**config.mk**
```make
export PLATFORM = sky130hd
export DESIGN_NAME = fetch_ctrl_flat
export DESIGN_NICKNAME = d
export VERILOG_FILES = /design/src/rtl/fetch_ctrl_if.sv /design/src/rtl/fetch_ctrl.sv /design/src/flat_wrapper.sv
export SDC_FILE = /design/constraint.sdc
export NUM_CORES = 1
export LEC_CHECK = 0
export ABC_AREA = 1
export CORE_MARGIN = 2
export CORE_UTILIZATION = 42
export CTS_CLUSTER_DIAMETER = 100
export DETAILED_ROUTE_END_ITERATION = 7
export PLACE_DENSITY = 0.75
export SKIP_CTS_REPAIR_TIMING = 1
export SYNTH_ARGS = -nofsm -noshare
export SYNTH_HDL_FRONTEND = slang
export SYNTH_SLANG_ARGS = --single-unit
```
**constraint.sdc**
```tcl
create_clock -name clk -period 18.5 [get_ports clk]
set_clock_uncertainty 0.2 [all_clocks]
set_input_delay 5.55 -clock clk [delete_from_list [all_inputs] [get_ports clk]]
set_output_delay 5.55 -clock clk [all_outputs]
set_load 0.1 [all_outputs]
```
**src/rtl/fetch_ctrl_if.sv**
```systemverilog
// Fetch-controller bus: PC/instruction exchange with the fetch stage
// plus the {pc, inst} handshake toward decode and the redirect request.
interface fetch_ctrl_if;
    logic [31:0] fetch_pc;
    logic [31:0] fetch_inst;
    logic        redirect_valid;
    logic [31:0] redirect_pc;
    logic        id_ready;
    logic        id_valid;
    logic [31:0] id_pc;
    logic [31:0] id_inst;

    modport master (
        output fetch_pc, id_valid, id_pc, id_inst,
        input  fetch_inst, redirect_valid, redirect_pc, id_ready
    );

    modport slave (
        input  fetch_pc, id_valid, id_pc, id_inst,
        output fetch_inst, redirect_valid, redirect_pc, id_ready
    );
endinterface

```
**src/rtl/fetch_ctrl.sv**
```systemverilog
// Fetch-side controller: owns the PC, captures returned instructions one cycle
// after issue and queues {pc, inst} pairs toward decode, with redirect flush.
module fetch_ctrl #(
    parameter logic [31:0] RESET_PC = 32'h0000_0000,
    parameter logic [31:0] PC_STEP  = 32'd1,
    parameter int          QDEPTH   = 2
) (
    input  logic         clk,
    input  logic         rst,
    fetch_ctrl_if.master bus
);
    localparam int PW = (QDEPTH > 2) ? 2 : 1;
    localparam int CW = 3;

    logic [31:0]   pc_q, pc_d;
    logic [31:0]   req_pc_q, req_pc_d;
    logic          inflight_q, inflight_d;
    logic [PW-1:0] head_q, head_d;
    logic [PW-1:0] tail_q, tail_d;
    logic [CW-1:0] count_q, count_d;
    logic [31:0]   q_pc_q [QDEPTH];
    logic [31:0]   q_pc_d [QDEPTH];
    logic [31:0]   q_inst_q [QDEPTH];
    logic [31:0]   q_inst_d [QDEPTH];

    logic          id_valid;
    logic          pop;
    logic          push;
    logic          issue;
    logic [3:0]    occ;

    function automatic logic [PW-1:0] ptr_inc(input logic [PW-1:0] p);
        return (p == PW'(QDEPTH - 1)) ? '0 : p + 1'b1;
    endfunction

    assign id_valid = (count_q != '0);

    always_comb begin
        pc_d       = pc_q;
        req_pc_d   = req_pc_q;
        inflight_d = inflight_q;
        head_d     = head_q;
        tail_d     = tail_q;
        count_d    = count_q;
        q_pc_d     = q_pc_q;
        q_inst_d   = q_inst_q;

        pop  = id_valid & bus.id_ready;
        // A redirect drops the in-flight return; a pop in the same cycle still counts.
        push = inflight_q & ~bus.redirect_valid;
        occ  = {1'b0, count_q} + {3'b000, inflight_q} - {3'b000, pop};
        issue = ~bus.redirect_valid & (occ < 4'(QDEPTH));

        if (push) begin
            q_pc_d[tail_q]   = req_pc_q;
            q_inst_d[tail_q] = bus.fetch_inst;
            tail_d           = ptr_inc(tail_q);
        end
        if (pop) begin
            head_d = ptr_inc(head_q);
        end

        if (bus.redirect_valid) begin
            count_d    = '0;
            head_d     = '0;
            tail_d     = '0;
            inflight_d = 1'b0;
            pc_d       = bus.redirect_pc;
        end else begin
            count_d    = count_q + CW'(push) - CW'(pop);
            inflight_d = issue;
            if (issue) begin
                req_pc_d = pc_q;
                pc_d     = pc_q + PC_STEP;
            end
        end
    end

    always_ff @(posedge clk) begin
        if (rst) begin
            pc_q       <= RESET_PC;
            req_pc_q   <= '0;
            inflight_q <= 1'b0;
            head_q     <= '0;
            tail_q     <= '0;
            count_q    <= '0;
        end else begin
            pc_q       <= pc_d;
            req_pc_q   <= req_pc_d;
            inflight_q <= inflight_d;
            head_q     <= head_d;
            tail_q     <= tail_d;
            count_q    <= count_d;
            q_pc_q     <= q_pc_d;
            q_inst_q   <= q_inst_d;
        end
    end

    assign bus.fetch_pc = pc_q;
    assign bus.id_valid = id_valid;
    assign bus.id_pc    = id_valid ? q_pc_q[head_q]   : 32'h0;
    assign bus.id_inst  = id_valid ? q_inst_q[head_q] : 32'h0;
endmodule

```
**src/flat_wrapper.sv**
```systemverilog
// flat-port wrapper written by rule: the top's interface ports become plain ports
module fetch_ctrl_flat 
#(
    parameter logic [31:0] RESET_PC = 32'h0000_0000,
    parameter logic [31:0] PC_STEP  = 32'd1,
    parameter int          QDEPTH   = 2
)
  (clk, rst, bus_fetch_pc, bus_id_valid, bus_id_pc, bus_id_inst, bus_fetch_inst, bus_redirect_valid, bus_redirect_pc, bus_id_ready);
  fetch_ctrl_if bus_i ();
  input  logic clk;
  input  logic rst;
  output wire logic [$bits(bus_i.fetch_pc)-1:0] bus_fetch_pc;
  output wire logic [$bits(bus_i.id_valid)-1:0] bus_id_valid;
  output wire logic [$bits(bus_i.id_pc)-1:0] bus_id_pc;
  output wire logic [$bits(bus_i.id_inst)-1:0] bus_id_inst;
  input wire logic [$bits(bus_i.fetch_inst)-1:0] bus_fetch_inst;
  input wire logic [$bits(bus_i.redirect_valid)-1:0] bus_redirect_valid;
  input wire logic [$bits(bus_i.redirect_pc)-1:0] bus_redirect_pc;
  input wire logic [$bits(bus_i.id_ready)-1:0] bus_id_ready;
  assign bus_fetch_pc = bus_i.fetch_pc;
  assign bus_id_valid = bus_i.id_valid;
  assign bus_id_pc = bus_i.id_pc;
  assign bus_id_inst = bus_i.id_inst;
  assign bus_i.fetch_inst = bus_fetch_inst;
  assign bus_i.redirect_valid = bus_redirect_valid;
  assign bus_i.redirect_pc = bus_redirect_pc;
  assign bus_i.id_ready = bus_id_ready;
  fetch_ctrl #(.RESET_PC(RESET_PC), .PC_STEP(PC_STEP), .QDEPTH(QDEPTH)) u_core (.clk(clk), .rst(rst), .bus(bus_i));
endmodule
```
==> results.yml <==
setup_path:
  cp_num_buf_inv: 1
  cp-start-kind: "input port"
  cp-startpoint: "bus_id_ready"
  worstPathArrival_ns: 9.08
  endpoint_kind: "flip-flop"
  path_cells: "clkdlybuf4s50_1 -> nand2_2 -> nand2_1 -> nand2_1 -> nor2_1 -> fa_1 -> a21oi_1 -> o21a_1 -> nand3_2 -> nand2_1 -> a21oi_1"
  timing.rr.start: "u_core.count_q[1]"
  path_class: "in -> reg"
  path_max_fanout: 34
  r2r_slack_ns: 13.92
  crit_path_top_delay_cell: "o21a_1"
  cp_top_family: "simple AND/OR/NAND/NOR gates"
  crit_required_ns: 18.58
  slowest_delay_ns: 0.92
  crit_path_frequent_cell: "nand2_1"
global_routing:
  antenna_found_initial: 0
  met2_usage: 0.2937
  grt_pass1_vias: 6895
  gr-usage-met1: 0.2633
  grtUsageMet3: 0.03508
  track_usage: 0.1875
  busiest_layer: "met2"
  grt_first_pass_wirelength_um: 35060
  grt_start_max_net_pins: 89
  grt.overflow.total: 0
min_path:
  hold_class: "reg -> reg"
  holdCritStartpoint: "u_core.req_pc_q[3]"
routing:
  vias_per_cell: 4.980
  wire_per_inst_um: 14.40
  routed_wl_um: 21920
  drt_iter0_drc: 632
  drc_errors: 0
  vias: 7579
  first_pass_iters: 5
  drtAntennaViolNets: 0
place:
  gp_congestion: 0.9116
  post-dp-hpwl_um: 14300
  port_buffers: 164
status:
  status: "complete, no violations"
clock_tree:
  clk_pin_slew_ns: 0.07
  cts_root_buf: "clkbuf_16"
  htreeDepth: 4
  tritoncts: "built"
  clock-sinks: 198
  numCtsBuffers: 17
  clock_latency_ns: 0.43
  clk_path_buf_depth: 2
synthesis:
  syn-instance-count: 1098
  yosysSeqAreaShare: 0.5716
  synth_compound_area_frac: 0.04527
  synth_area_leader_cell: "edfxtp_1"
  synth_simple_gate_area_frac: 0.2881
  synth_top_cell_area_share: 0.4189
  avgSynthCellArea_sq_um: 8.357
  yosysWarnings: 0
  netlist_area_sq_um: 9176
  synthMuxAreaShare: 0
  async_reset_ff_frac: 0
  synth_edf_count: 128
  synth_top_family_by_area: "simple AND/OR/NAND/NOR gates"
  yosys-top-cells-area: "edfxtp_1 (42%), nand2_1 (20%), dfxtp_1 (15%)"
  yosys.cell_types.count: 32
  ys_ff_latch: 198
  synthXorXnorAreaFrac: 0.01623
  syn_nets: 1172
  synth_flop_cell: "edfxtp_1"
  synthAdderAreaFrac: 0.009817
cells_and_area:
  antennaDiodeCount: 0
  layout_commonest_cell: "nand2_1"
  final_nets: 1303
  syn_to_final_growth_pct: 25.92
  layout_common_cells: "nand2_1 (479), clkdlybuf4s50_1 (163), edfxtp_1 (128)"
  drive_above_1_share: 0.04589
sta:
  slew_headroom: 0.2165
  setup_viol: 0
  maxSlewViolCount: 0
  rsz0062_at_grt: "no"
  worst_pin_slew_ns: 1.175
  hold_viol: 0
  finalCritPeriodShare: 0.4865
  fin_setup_tns_ns: 0
  worst_hold_slack_ns: 0.2512
  fmax_mhz: 111.1
  min_period_ns: 9.000
floorplan:
  start_util: 0.4244
  ioPinCount: 165
  die_h_um: 151.8
  rows: 54
  design.die.area_sq_um: 23050
  coreArea_sq_um: 21620
  die_w_um: 151.8
job:
  drv_cap: 0
power_and_ir_drop:
  p_leak_nw: 4.836
  ir_drop_mv: 0.05588
  power.density_nw_per_um2: 96.88
-- cell usage after synthesis, types with 2 or more instances --
cell / n
dfxtp_1: 70
xor2_1: 14
clkbuf_1: 39
edfxtp_1: 128
nand2_1: 479
a21oi_1: 68
nor3_1: 9
fa_1: 2
o21ai_0: 11
buf_4: 2
nand2_4: 2
nor2_1: 48
buf_2: 11
or2_2: 3
xnor2_1: 3
buf_6: 3
buf_1: 5
nand4_1: 38
inv_1: 96
ha_1: 4
nand3_1: 45
nand3b_1: 5
nand2_2: 4
-- state kept, by name, indices dropped and copies added, names as in the netlist --
register / cells
u_core.tail_q: 1
u_core.count_q: 3
u_core.q_pc_q: 64
u_core.bus.fetch_pc: 32
u_core.inflight_q: 1
u_core.head_q: 1
u_core.q_inst_q: 64
u_core.req_pc_q: 32
-- worst paths after layout --
path	depth (start not counted)	end
hold reg to reg	0	u_core.q_pc_q[35]
setup reg to reg	13	u_core.req_pc_q[24]
hold / removal	0	u_core.q_pc_q[35]
setup / recovery	11	u_core.req_pc_q[24]
-- report_power, final --
group	switching (mW)	internal, mW
sequential	0.0224	0.487
combinational	0.187	0.0611
clock	0.163	0.199
total	0.372	0.747
-- routing by layer --
| layer | wire (um) | vias up |
|---|---|---|
| met5 | 0 | - |
| met4 | 406 | 0 |
| met3 | 1349 | 36 |
| met2 | 9872 | 276 |
| met1 | 10290 | 3473 |
| li1 | - | 3794 |
-- stage by stage --
step	instances	setup slack, ns	total power [mW]	cell area [sq um]	util
after floorplan	1098	7.232	0.7033	9176	-
final	1522	9.500	1.119	11550	0.5344
after CTS	1522	9.561	1.127	11550	0.5344
after detailed placement	1490	9.103	0.7668	10970	0.5073
after global placement	1490	9.292	0.7626	10970	0.5073
after global routing	1522	9.137	1.163	11550	0.5344
-- worst reg2reg max path: stages, from the launching register on --
cell and delay [ns]:
dfxtp_1 0.38, inv_1 0.12, nand2_2 0.08, buf_4 0.56, nand2_2 0.17, nand2_1 0.12
nand2_1 0.05, nor2_1 0.14, fa_1 0.43, a21oi_1 0.12, o21a_1 0.92, nand3_2 0.76
nand2_1 0.29, a21oi_1 0.09
-- cell families (layout without fill, tap and decap cells) --
kind of cell / Yosys count / after routing
AO/OA/AOI/OAI: 82 / 82
XOR/XNOR: 17 / 17
adder cells (fa/ha/maj): 6 / 6
buffers and inverters: 157 / 301
flip-flops: 198 / 198
AND/OR/NAND/NOR: 638 / 638
-- final cells by class --
class / count / area [sq um]
Multi-Input combinational cell: 743 / 3311
Sequential cell: 198 / 5246
Inverter: 97 / 364.1
Clock buffer: 23 / 510.5
Fill cell: 1944 / 10070
Clock inverter: 9 / 76.32
Timing Repair Buffer: 172 / 1697
Tap cell: 280 / 350.3
Note: power is estimated with default switching activity, not from simulation.
